## src/rtl/seg_decode.sv

```systemverilog
// -----------------------------------------------------------------------------
// seg_decode
// Seven-segment pattern decoder and stability monitor. Scans the eight
// active-low segment buses one digit per enabled cycle, decodes each pattern
// into a class {err, blank, dp, nibble}, and commits a digit's class only after
// it has been observed STABLE_SCANS consecutive visits in a row.
//
// Parameters
//   STABLE_SCANS : consecutive identical visits required before commit (1..15)
// Ports
//   clk          : system clock, rising edge
//   rst          : asynchronous active-low reset
//   i_en         : scan enable; all state holds while low
//   i_seg0..7    : active-low segment buses, bit7..bit1 = a..g, bit0 = dp
//   o_data       : committed nibbles, digit k at [4k+3:4k] (0 if blank/invalid)
//   o_blank      : bit k = digit k committed as blank
//   o_dp         : bit k = digit k committed with dp lit
//   o_err        : bit k = digit k committed as an invalid pattern
//   o_upd        : one-cycle pulse, a digit's committed class changed
//   o_scan_done  : one-cycle pulse, scan index wrapped from 7 to 0
// -----------------------------------------------------------------------------
module seg_decode #(
    parameter int STABLE_SCANS = 4
) (
    input  logic        clk,
    input  logic        rst,
    input  logic        i_en,
    input  logic [7:0]  i_seg0,
    input  logic [7:0]  i_seg1,
    input  logic [7:0]  i_seg2,
    input  logic [7:0]  i_seg3,
    input  logic [7:0]  i_seg4,
    input  logic [7:0]  i_seg5,
    input  logic [7:0]  i_seg6,
    input  logic [7:0]  i_seg7,
    output logic [31:0] o_data,
    output logic [7:0]  o_blank,
    output logic [7:0]  o_dp,
    output logic [7:0]  o_err,
    output logic        o_upd,
    output logic        o_scan_done
);

    localparam logic [3:0] STABLE_CNT  = 4'(STABLE_SCANS);
    // Class layout {err, blank, dp, nibble[3:0]}; blank with dp off.
    localparam logic [6:0] BLANK_CLASS = 7'b010_0000;

    // Turn one active-low bus into its class. Nibble stays 0 unless the
    // segment field is a recognised hex glyph.
    function automatic logic [6:0] classify(input logic [7:0] seg_n);
        logic [7:0] pat;
        logic [3:0] nib;
        logic       err;
        logic       blank;
        pat   = ~seg_n;
        nib   = 4'h0;
        err   = 1'b0;
        blank = 1'b0;
        case (pat[7:1])
            7'h7E:   nib = 4'h0;
            7'h30:   nib = 4'h1;
            7'h6D:   nib = 4'h2;
            7'h79:   nib = 4'h3;
            7'h33:   nib = 4'h4;
            7'h5B:   nib = 4'h5;
            7'h5F:   nib = 4'h6;
            7'h70:   nib = 4'h7;
            7'h7F:   nib = 4'h8;
            7'h73:   nib = 4'h9;
            7'h77:   nib = 4'hA;
            7'h1F:   nib = 4'hB;
            7'h4E:   nib = 4'hC;
            7'h3D:   nib = 4'hD;
            7'h4F:   nib = 4'hE;
            7'h47:   nib = 4'hF;
            7'h00:   blank = 1'b1;
            default: err = 1'b1;
        endcase
        return {err, blank, pat[0], nib};
    endfunction

    logic [2:0] r_idx;
    logic [6:0] r_cand [8];
    logic [3:0] r_cnt  [8];
    logic [31:0] r_data;
    logic [7:0]  r_blank;
    logic [7:0]  r_dp;
    logic [7:0]  r_err;
    logic        r_upd;
    logic        r_scan_done;

    logic [7:0] w_seg;
    logic [6:0] w_class;
    logic [6:0] w_comm;
    logic [3:0] w_cnt_cur;
    logic [3:0] w_cnt_nxt;
    logic       w_commit;

    // Pick the bus belonging to the digit in the current scan slot.
    always_comb begin
        w_seg = 8'hFF;
        case (r_idx)
            3'd0:    w_seg = i_seg0;
            3'd1:    w_seg = i_seg1;
            3'd2:    w_seg = i_seg2;
            3'd3:    w_seg = i_seg3;
            3'd4:    w_seg = i_seg4;
            3'd5:    w_seg = i_seg5;
            3'd6:    w_seg = i_seg6;
            3'd7:    w_seg = i_seg7;
            default: w_seg = 8'hFF;
        endcase
    end

    // Classify the sample and rebuild the currently committed class of this digit.
    always_comb begin
        w_class   = classify(w_seg);
        w_comm    = {r_err[r_idx], r_blank[r_idx], r_dp[r_idx],
                     r_data[{r_idx, 2'b00} +: 4]};
        w_cnt_cur = r_cnt[r_idx];
    end

    // Stability count: a repeat extends the run (saturating), a change restarts
    // it at 1 with the new class as candidate. Commit fires on the visit where
    // the run reaches the threshold with a class not already committed.
    always_comb begin
        w_cnt_nxt = 4'd1;
        if (w_class == r_cand[r_idx]) begin
            if (w_cnt_cur >= STABLE_CNT) begin
                w_cnt_nxt = STABLE_CNT;
            end else begin
                w_cnt_nxt = w_cnt_cur + 4'd1;
            end
        end else begin
            w_cnt_nxt = 4'd1;
        end
        w_commit = (w_cnt_nxt == STABLE_CNT) && (w_class != w_comm);
    end

    // Scan index and per-digit candidate/counter state.
    always_ff @(posedge clk or negedge rst) begin
        if (!rst) begin
            r_idx <= 3'd0;
            for (int k = 0; k < 8; k++) begin
                r_cand[k] <= BLANK_CLASS;
                r_cnt[k]  <= 4'd0;
            end
        end else if (i_en) begin
            // After this visit the candidate equals the sampled class either way.
            r_cand[r_idx] <= w_class;
            r_cnt[r_idx]  <= w_cnt_nxt;
            r_idx         <= r_idx + 3'd1;
        end else begin
            r_idx <= r_idx;
        end
    end

    // Committed fields and the two status pulses.
    always_ff @(posedge clk or negedge rst) begin
        if (!rst) begin
            r_data      <= 32'h0000_0000;
            r_blank     <= 8'hFF;
            r_dp        <= 8'h00;
            r_err       <= 8'h00;
            r_upd       <= 1'b0;
            r_scan_done <= 1'b0;
        end else if (i_en) begin
            r_upd       <= w_commit;
            r_scan_done <= (r_idx == 3'd7);
            if (w_commit) begin
                r_data[{r_idx, 2'b00} +: 4] <= w_class[3:0];
                r_dp[r_idx]                 <= w_class[4];
                r_blank[r_idx]              <= w_class[5];
                r_err[r_idx]                <= w_class[6];
            end else begin
                r_data <= r_data;
            end
        end else begin
            r_upd       <= 1'b0;
            r_scan_done <= 1'b0;
        end
    end

    assign o_data      = r_data;
    assign o_blank     = r_blank;
    assign o_dp        = r_dp;
    assign o_err       = r_err;
    assign o_upd       = r_upd;
    assign o_scan_done = r_scan_done;

endmodule

```

## config.mk

```make
export PLATFORM = sky130hd
export DESIGN_NAME = seg_decode
export DESIGN_NICKNAME = d
export VERILOG_FILES = /design/src/rtl/seg_decode.sv
export SDC_FILE = /design/constraint.sdc
export NUM_CORES = 1
export LEC_CHECK = 0
export ABC_AREA = 1
export CORE_AREA = 2 2 148 150
export DETAILED_ROUTE_END_ITERATION = 6
export DIE_AREA = 0 0 150 152
export GPL_TIMING_DRIVEN = 0
export PLACE_DENSITY = 0.59
export SLEW_MARGIN = 20
export SYNTH_ARGS = -nofsm -noshare
export SYNTH_HDL_FRONTEND = slang
export SYNTH_SLANG_ARGS = --single-unit
```

## constraint.sdc

```tcl
create_clock -name clk -period 4.5 [get_ports clk]
set_clock_uncertainty 0.15 [all_clocks]
set_input_delay 0.9 -clock clk [delete_from_list [all_inputs] [get_ports clk]]
set_output_delay 0.9 -clock clk [all_outputs]
set_load 0.1 [all_outputs]
```

Yosys cells after proc, flatten, opt, wreduce, memory -nomap -nowiden
Cells that the tools add are included.
{"block": "classes", "shift": 3, "bitwise": 2, "n_mux": 32, "eq_ne": 26, "n_reduce_logical": 7, "magnitude_cmp": 5, "addsub": 3}
{"operator": "7-bit == test, second input constant", "count": 12}
{"operator": "32-bit bitwise mux", "count": 2}
{"operator": "8-bit one-hot mux with 8 select lines", "count": 1}
{"operator": "4-bit one-hot mux with 15 select lines", "count": 1}
{"operator": "56-bit bitwise mux", "count": 1}
{"operator": "4-bit by 7-bit variable shift with 32-bit output, first input constant", "count": 1}
{"operator": "32-bit by 6-bit indexed part select with 4-bit output", "count": 1}
{"operator": "4-bit by 7-bit indexed part select with 32-bit output", "count": 1}
{"operator": "8-bit bitwise mux", "count": 3}
{"operator": "7-bit binary-select mux with 3-bit select", "count": 1}
{"operator": "7-bit demux with 3-bit select", "count": 1}
{"operator": "7-bit by 6-bit == test with 1-bit output, second input constant", "count": 3}
{"operator": "7-bit 2-to-1 mux", "count": 3}
{"operator": "4-bit 2-to-1 mux", "count": 5}
{"operator": "17-bit OR reduction", "count": 1}
{"operator": "4-bit binary-select mux with 3-bit select", "count": 1}
{"operator": "4-bit demux with 3-bit select", "count": 1}
{"operator": "3-bit == test, second input constant", "count": 4}
{"operator": "1-bit binary-select mux with 3-bit select", "count": 3}
{"operator": "1-bit 2-to-1 mux", "count": 8}
{"operator": "8-bit NOT", "count": 1}
{"operator": "7-bit by 5-bit == test with 1-bit output, second input constant", "count": 1}
{"operator": "7-bit == test", "count": 1}
{"operator": "7-bit logical NOT", "count": 1}
{"operator": "17 further kinds", "count": 20}
{"block": "totals", "inputBits": 67, "wordCells": 101, "out_inout_bits": 58, "reg_bits": 149}

Logic depth before layout (Yosys ltp)
{"block": "depth", "word_depth": 11, "mapped_depth": 29, "ltp_nobuf": 25}

Worst setup path after synthesis
Ideal clock, no wire load.
{"block": "synth_path", "path_type": "register to register", "from": "reg r_idx[0]", "to": "reg r_data[19] (netlist: o_data[19])", "path_slack_ns": 0.934, "setup_time_ns": 0.122, "synth_period_minus_slack_ns": 3.566, "required_ns": 4.228, "arrival_ns": 3.293, "n_path_buf": 3, "path_stages_with_launch": 29, "path_cell_list": "dfrtp_1 > buf_2 > inv_2 > ha_1 > ha_1 > buf_4 > nor2_4 > nand2_2 > nor2_4 > nor2_1 > nand2_2 > nand2_2 > nand2_2 > nor2_1 > nand2_2 > nand2_4 > nor2_8 > nand2_2 > nor2_4 > nand2_1 > nand2_1 > nand2_2 > nor2_4 > nand2_2 > nor2_8 > buf_4 > nand3_2 > nand2_1 > nand2_1"}
{"block": "synth_between", "elab_chain_len": 11, "word_cells_on_any_way": 58, "cone_classes": "add/sub (2); order compare (1); eq/ne (26); shift (3); mux (19); bitwise (2); reduce/logical (5)"}
{"element": "start: declaration", "line_no": "82", "text": "logic [2:0] r_idx;"}
{"element": "start signal: assignment", "line_no": "152", "text": "r_idx <= r_idx + 3'd1;"}
{"element": "start signal: assignment", "line_no": "154", "text": "r_idx <= r_idx;"}
{"element": "3-bit == test, or another cell as far along", "line_no": "102", "text": "case (r_idx)"}
{"element": "8-bit one-hot mux with 8 select lines", "line_no": "102"}
{"element": "8-bit NOT", "line_no": "55", "text": "pat = ~seg_n;"}
{"element": "7-bit == test, or another cell as far along", "line_no": "59", "text": "case (pat[7:1])"}
{"element": "17-bit OR reduction (no line)"}
{"element": "1-bit 2-to-1 mux", "line_no": "59"}
{"element": "7-bit == test", "line_no": "128", "text": "if (w_class == r_cand[r_idx]) begin"}
{"element": "4-bit 2-to-1 mux", "line_no": "128"}
{"element": "4-bit by 3-bit == test with 1-bit output", "line_no": "137", "text": "w_commit = (w_cnt_nxt == STABLE_CNT) && (w_class != w_comm);"}
{"element": "1-bit logical AND", "line_no": "137"}
{"element": "2-bit AND reduction (no line)"}
{"element": "end signal: indexed assignment", "line_no": "171", "text": "r_data[{r_idx, 2'b00} +: 4] <= w_class[3:0];"}
{"element": "end signal: assignment", "line_no": "176", "text": "r_data <= r_data;"}
{"element": "end: declaration", "line_no": "85", "text": "logic [31:0] r_data;"}
Parallel ways exist; a longest one is shown, timed or not. The select of a mux whose other input is x is not followed.
A chain may end at the register's enable or synchronous reset.

Final worst setup path
{"block": "layout_path", "from": "reg r_idx[0]", "to": "reg r_dp[4] (netlist: o_dp[4])"}
{"block": "layout_between", "elab_chain_len": 11, "word_cells_on_any_way": 60, "cone_classes": "add/sub (1); order compare (3); eq/ne (26); shift (1); mux (21); bitwise (2); reduce/logical (6)"}
{"element": "3-bit == test, or another cell as far along", "line_no": "102"}
{"element": "8-bit one-hot mux with 8 select lines", "line_no": "102"}
{"element": "8-bit NOT", "line_no": "55"}
{"element": "7-bit == test, or another cell as far along", "line_no": "59"}
{"element": "17-bit OR reduction (no line)"}
{"element": "1-bit 2-to-1 mux", "line_no": "59"}
{"element": "7-bit == test", "line_no": "128"}
{"element": "4-bit 2-to-1 mux", "line_no": "128"}
{"element": "4-bit by 3-bit == test with 1-bit output", "line_no": "137"}
{"element": "1-bit logical AND", "line_no": "137"}
{"element": "2-bit AND reduction (no line)"}
{"element": "end signal: indexed assignment", "line_no": "172", "text": "r_dp[r_idx] <= w_class[4];"}
{"element": "end: declaration", "line_no": "87", "text": "logic [7:0] r_dp;"}
Parallel ways exist; a longest one is shown, timed or not. The select of a mux whose other input is x is not followed.

==> metrics.md <==
| Metric | Value |
|---|---|
| Outcome | `finished, final reports clean` |
| Critical Path End Type | `register` |
| Post-route design area | `10,800 µm²` |
| Met2 usage | `41.5%` |
| Routability cong. | `0.875` |
| Max-capacitance violation count | `0` |
| CP max stage delay | `0.38 ns` |
| Reg2Reg Depth | `28` |
| Gr busiest metal | `met2` |
| IO buf count | `124` |
| HP Class | `in2async` |
| Core footprint | `21,400 µm²` |
| Die Y | `152 µm` |
| Post-synth EDFFs | `0` |
| Drc violations | `0` |
| Nets | `1,332` |
| Cells after DPL | `1,509` |
| Critical setup path kind | `reg2reg` |
| GR Util met1 | `35.9%` |
| Critical Path RT | `4.71 ns` |
| Mean Syn Cell Area | `7.60 µm²` |
| Slew Limit Fails | `0` |
| Initial antenna violation count | `0` |
| Maximum clock insertion buffer count | `2` |
| P per Cell Area | `695 nW/µm²` |
| CTS Buf Count | `17` |
| Final Cycle Share | `94.1%` |
| Post-DP HPWL | `21.0 mm` |
| Antenna viol nets, final | `0` |
| Synth-to-Final Area Change | `28.6%` |
| Arrival @ worst endpoint | `4.45 ns` |
| Pin count of the biggest net entering global routing | `90` |
| Worst path depth | `28` |
| Via density | `5.38` |
| Max stage delay cell, worst path | `dfrtp_1` |
| GRT Total Usage | `25.9%` |
| Delay-heaviest family, CP | `simple AND/OR/NAND/NOR gates` |
| Min Tclk post-route | `4.24 ns` |
| Fin. Hold Viols | `0` |
| Placed cell area | `10,000 µm²` |
| Critical path origin | `r_idx[0]$_DFFE_PN0P_` |
| Mapped Nets | `1,180` |
| # diodes | `0` |
| Count leader, synth | `nand2_1` |
| Finished Layout Cells | `1,549` |
| First-pass DRT Iterations | `5` |
| Sequential fraction of the synthesis area | `44.7%` |
| Syn. warnings | `0` |
| Worst Max-Slew Pin Slew | `1.01 ns` |
| Max Clk Rate | `0.236 GHz` |
| Clock Root Buffer | `clkbuf_16` |
| Crit path max fanout | `10` |
| Mapped Cells | `1,104` |
| DRT iter0 DRCs | `685` |
| Met3 Usage GRT | `5.14%` |
| VDD IR max | `0.334 mV` |
| Yosys cell types | `45` |
| FF-to-FF setup slack | `0.26 ns` |
| GRT overflow | `0` |
| First-pass GRT wire length | `45.3 mm` |
| Finish-stage setup viols | `0` |
| Most frequent cells after synthesis | `nand2_1, dfrtp_1, nor2_1, o21ai_0, inv_1` |
| Num ports | `125` |
| Die W | `150 µm` |
| Vias in the first global route | `7,853` |
| Final wirelength | `29.7 mm` |
| Layout cells sized above 1 | `13.0%` |
| Critical Path Source Type | `register` |
| Worst setup path end | `o_dp[4]$_DFFE_PN0P_` |
| Leakage | `5.11 nW` |
| CTS tree | `built` |
| Die Area | `22,800 µm²` |
| Critical path buffers and inverters | `6` |
| Critical path's most frequent cell | `nand2_1` |
| Synth Cell Area | `8390 µm²` |
| Worst r2r src | `r_idx[0]$_DFFE_PN0P_` |
| Routed len/inst | `19.2 µm` |
| Max H-tree Level | `4` |
| Ys async rst share | `100%` |
| Core Rows | `54` |
| Worst-path clk slew | `0.07 ns` |
| Vias | `8,335` |
| Area leader, netlist | `dfrtp_1` |
| Top_reg_cell synth | `dfrtp_1` |
| Number of synthesized register bits | `149` |
| Synth area leaders | `dfrtp_1, nand2_1, nor2_1, o21ai_0, dfstp_2` |
| Slew HR | `32.2%` |
| RR Endpoint | `o_dp[4]$_DFFE_PN0P_` |
| Clock Sinks | `149` |
| Starting Density | `39.3%` |
| Clock Latency Late Sink | `0.43 ns` |
| Synth top area share | `39.7%` |
==> cell usage in the layout (no fill, tap or decap), types with 4 or more instances in the layout <==
cell type,count
nor3_1,8
nand3_1,51
clkdlybuf4s50_1,123
a22oi_1,5
inv_2,11
clkbuf_1,22
nand2_2,9
nand3b_1,4
a31oi_1,7
nand4_1,63
nand2_4,4
buf_4,10
buf_6,9
nor2_2,11
clkbuf_16,17
nor2_4,11
nor2_1,127
buf_2,13
inv_6,4
o2111ai_1,4
clkinv_1,7
ha_1,8
dfrtp_1,133
nand3_2,13
or2_2,9
nand2_1,328
o22ai_1,34
a221oi_1,5
inv_1,71
dfstp_2,16
o21ai_0,85
==> layout make-up <==
| cell class | instances | area, µm² |
|---|---|---|
| Fill cell | 2129 | 10600 |
| Multi-Input combinational cell | 816 | 4110 |
| Sequential cell | 149 | 3750 |
| Timing Repair Buffer | 132 | 1340 |
| Clock buffer | 18 | 439 |
| Tap cell | 280 | 350 |
| Inverter | 89 | 334 |
| Buffer | 51 | 299 |
| Clock inverter | 14 | 163 |
==> metal layers <==
metal,routed length (µm),part of all wire (%)
met1,13200,44
met5,0,0
met2,13600,46
met3,2270,7.6
met4,622,2.1
==> flip-flops by register name, summed over array words and instances, names as in the netlist <==
signal / cells
o_blank: 8
o_data: 32
o_dp: 8
o_err: 8
o_scan_done: 1
o_upd: 1
r_cand: 56
r_cnt: 32
r_idx: 3
==> what timing repair did <==
action / 4_1_cts / 5_1_grt
resized for setup: 0 / 31
buffers inserted: 0 / 7
hold buffers: 0 / 0
setup endpoints to repair: 0 / 65
==> worst reg2reg max path, delay by kind of cell (launching register included) <==
kind	cells	cell delay (ns)
simple gates	20	2.30
flops	1	0.38
fa+ha+maj	2	0.42
buf+inv	6	0.94
==> through the flow <==
step	setup slack [ns]	hold slack [ns]	utilization, %	total power, mW	TNS [ns]
after floorplan	0.934	0.296	-	4.61	0
after global placement	-3.85	0.310	46.7	5.79	-541.05
after detailed placement	0.0717	0.315	46.9	5.82	0
after CTS	0.0515	0.326	49.7	7.29	0
after global routing	-0.0281	0.344	50.5	8.04	-0.260
final	0.264	0.326	50.5	7.49	0
==> cell families (layout without fill, tap and decap cells) <==
| kind of cell | Yosys count | after routing | share of synthesized area [%] |
|---|---|---|---|
| buf+inv | 140 | 304 | 7.28 |
| simple gates | 648 | 649 | 35.5 |
| flops | 149 | 149 | 44.7 |
| fa+ha+maj | 9 | 9 | 1.34 |
| xor+xnor | 4 | 4 | 0.418 |
| compound gates | 154 | 154 | 10.8 |
==> worst min path at each step <==
stage                        endpoint  slack [ns]
5_1_grt        o_blank[7]$_DFFE_PN1P_        0.34
4_1_cts        o_blank[1]$_DFFE_PN1P_        0.33
3_5_place_dp   o_blank[1]$_DFFE_PN1P_        0.32
6_report       o_data[13]$_DFFE_PN0P_        0.33
3_3_place_gp    r_cnt[14]$_DFFE_PN0P_        0.31
2_1_floorplan  r_cand[27]$_DFFE_PN0P_        0.30
==> power by group <==
part | switching (mW) | total (mW) | leakage, nW | internal (mW)
clock network | 0.652 | 1.46 | 0.297 | 0.805
registers | 0.157 | 1.79 | 1.95 | 1.63
logic | 2.99 | 4.25 | 2.87 | 1.26
Power figures use the tool's default switching activity.
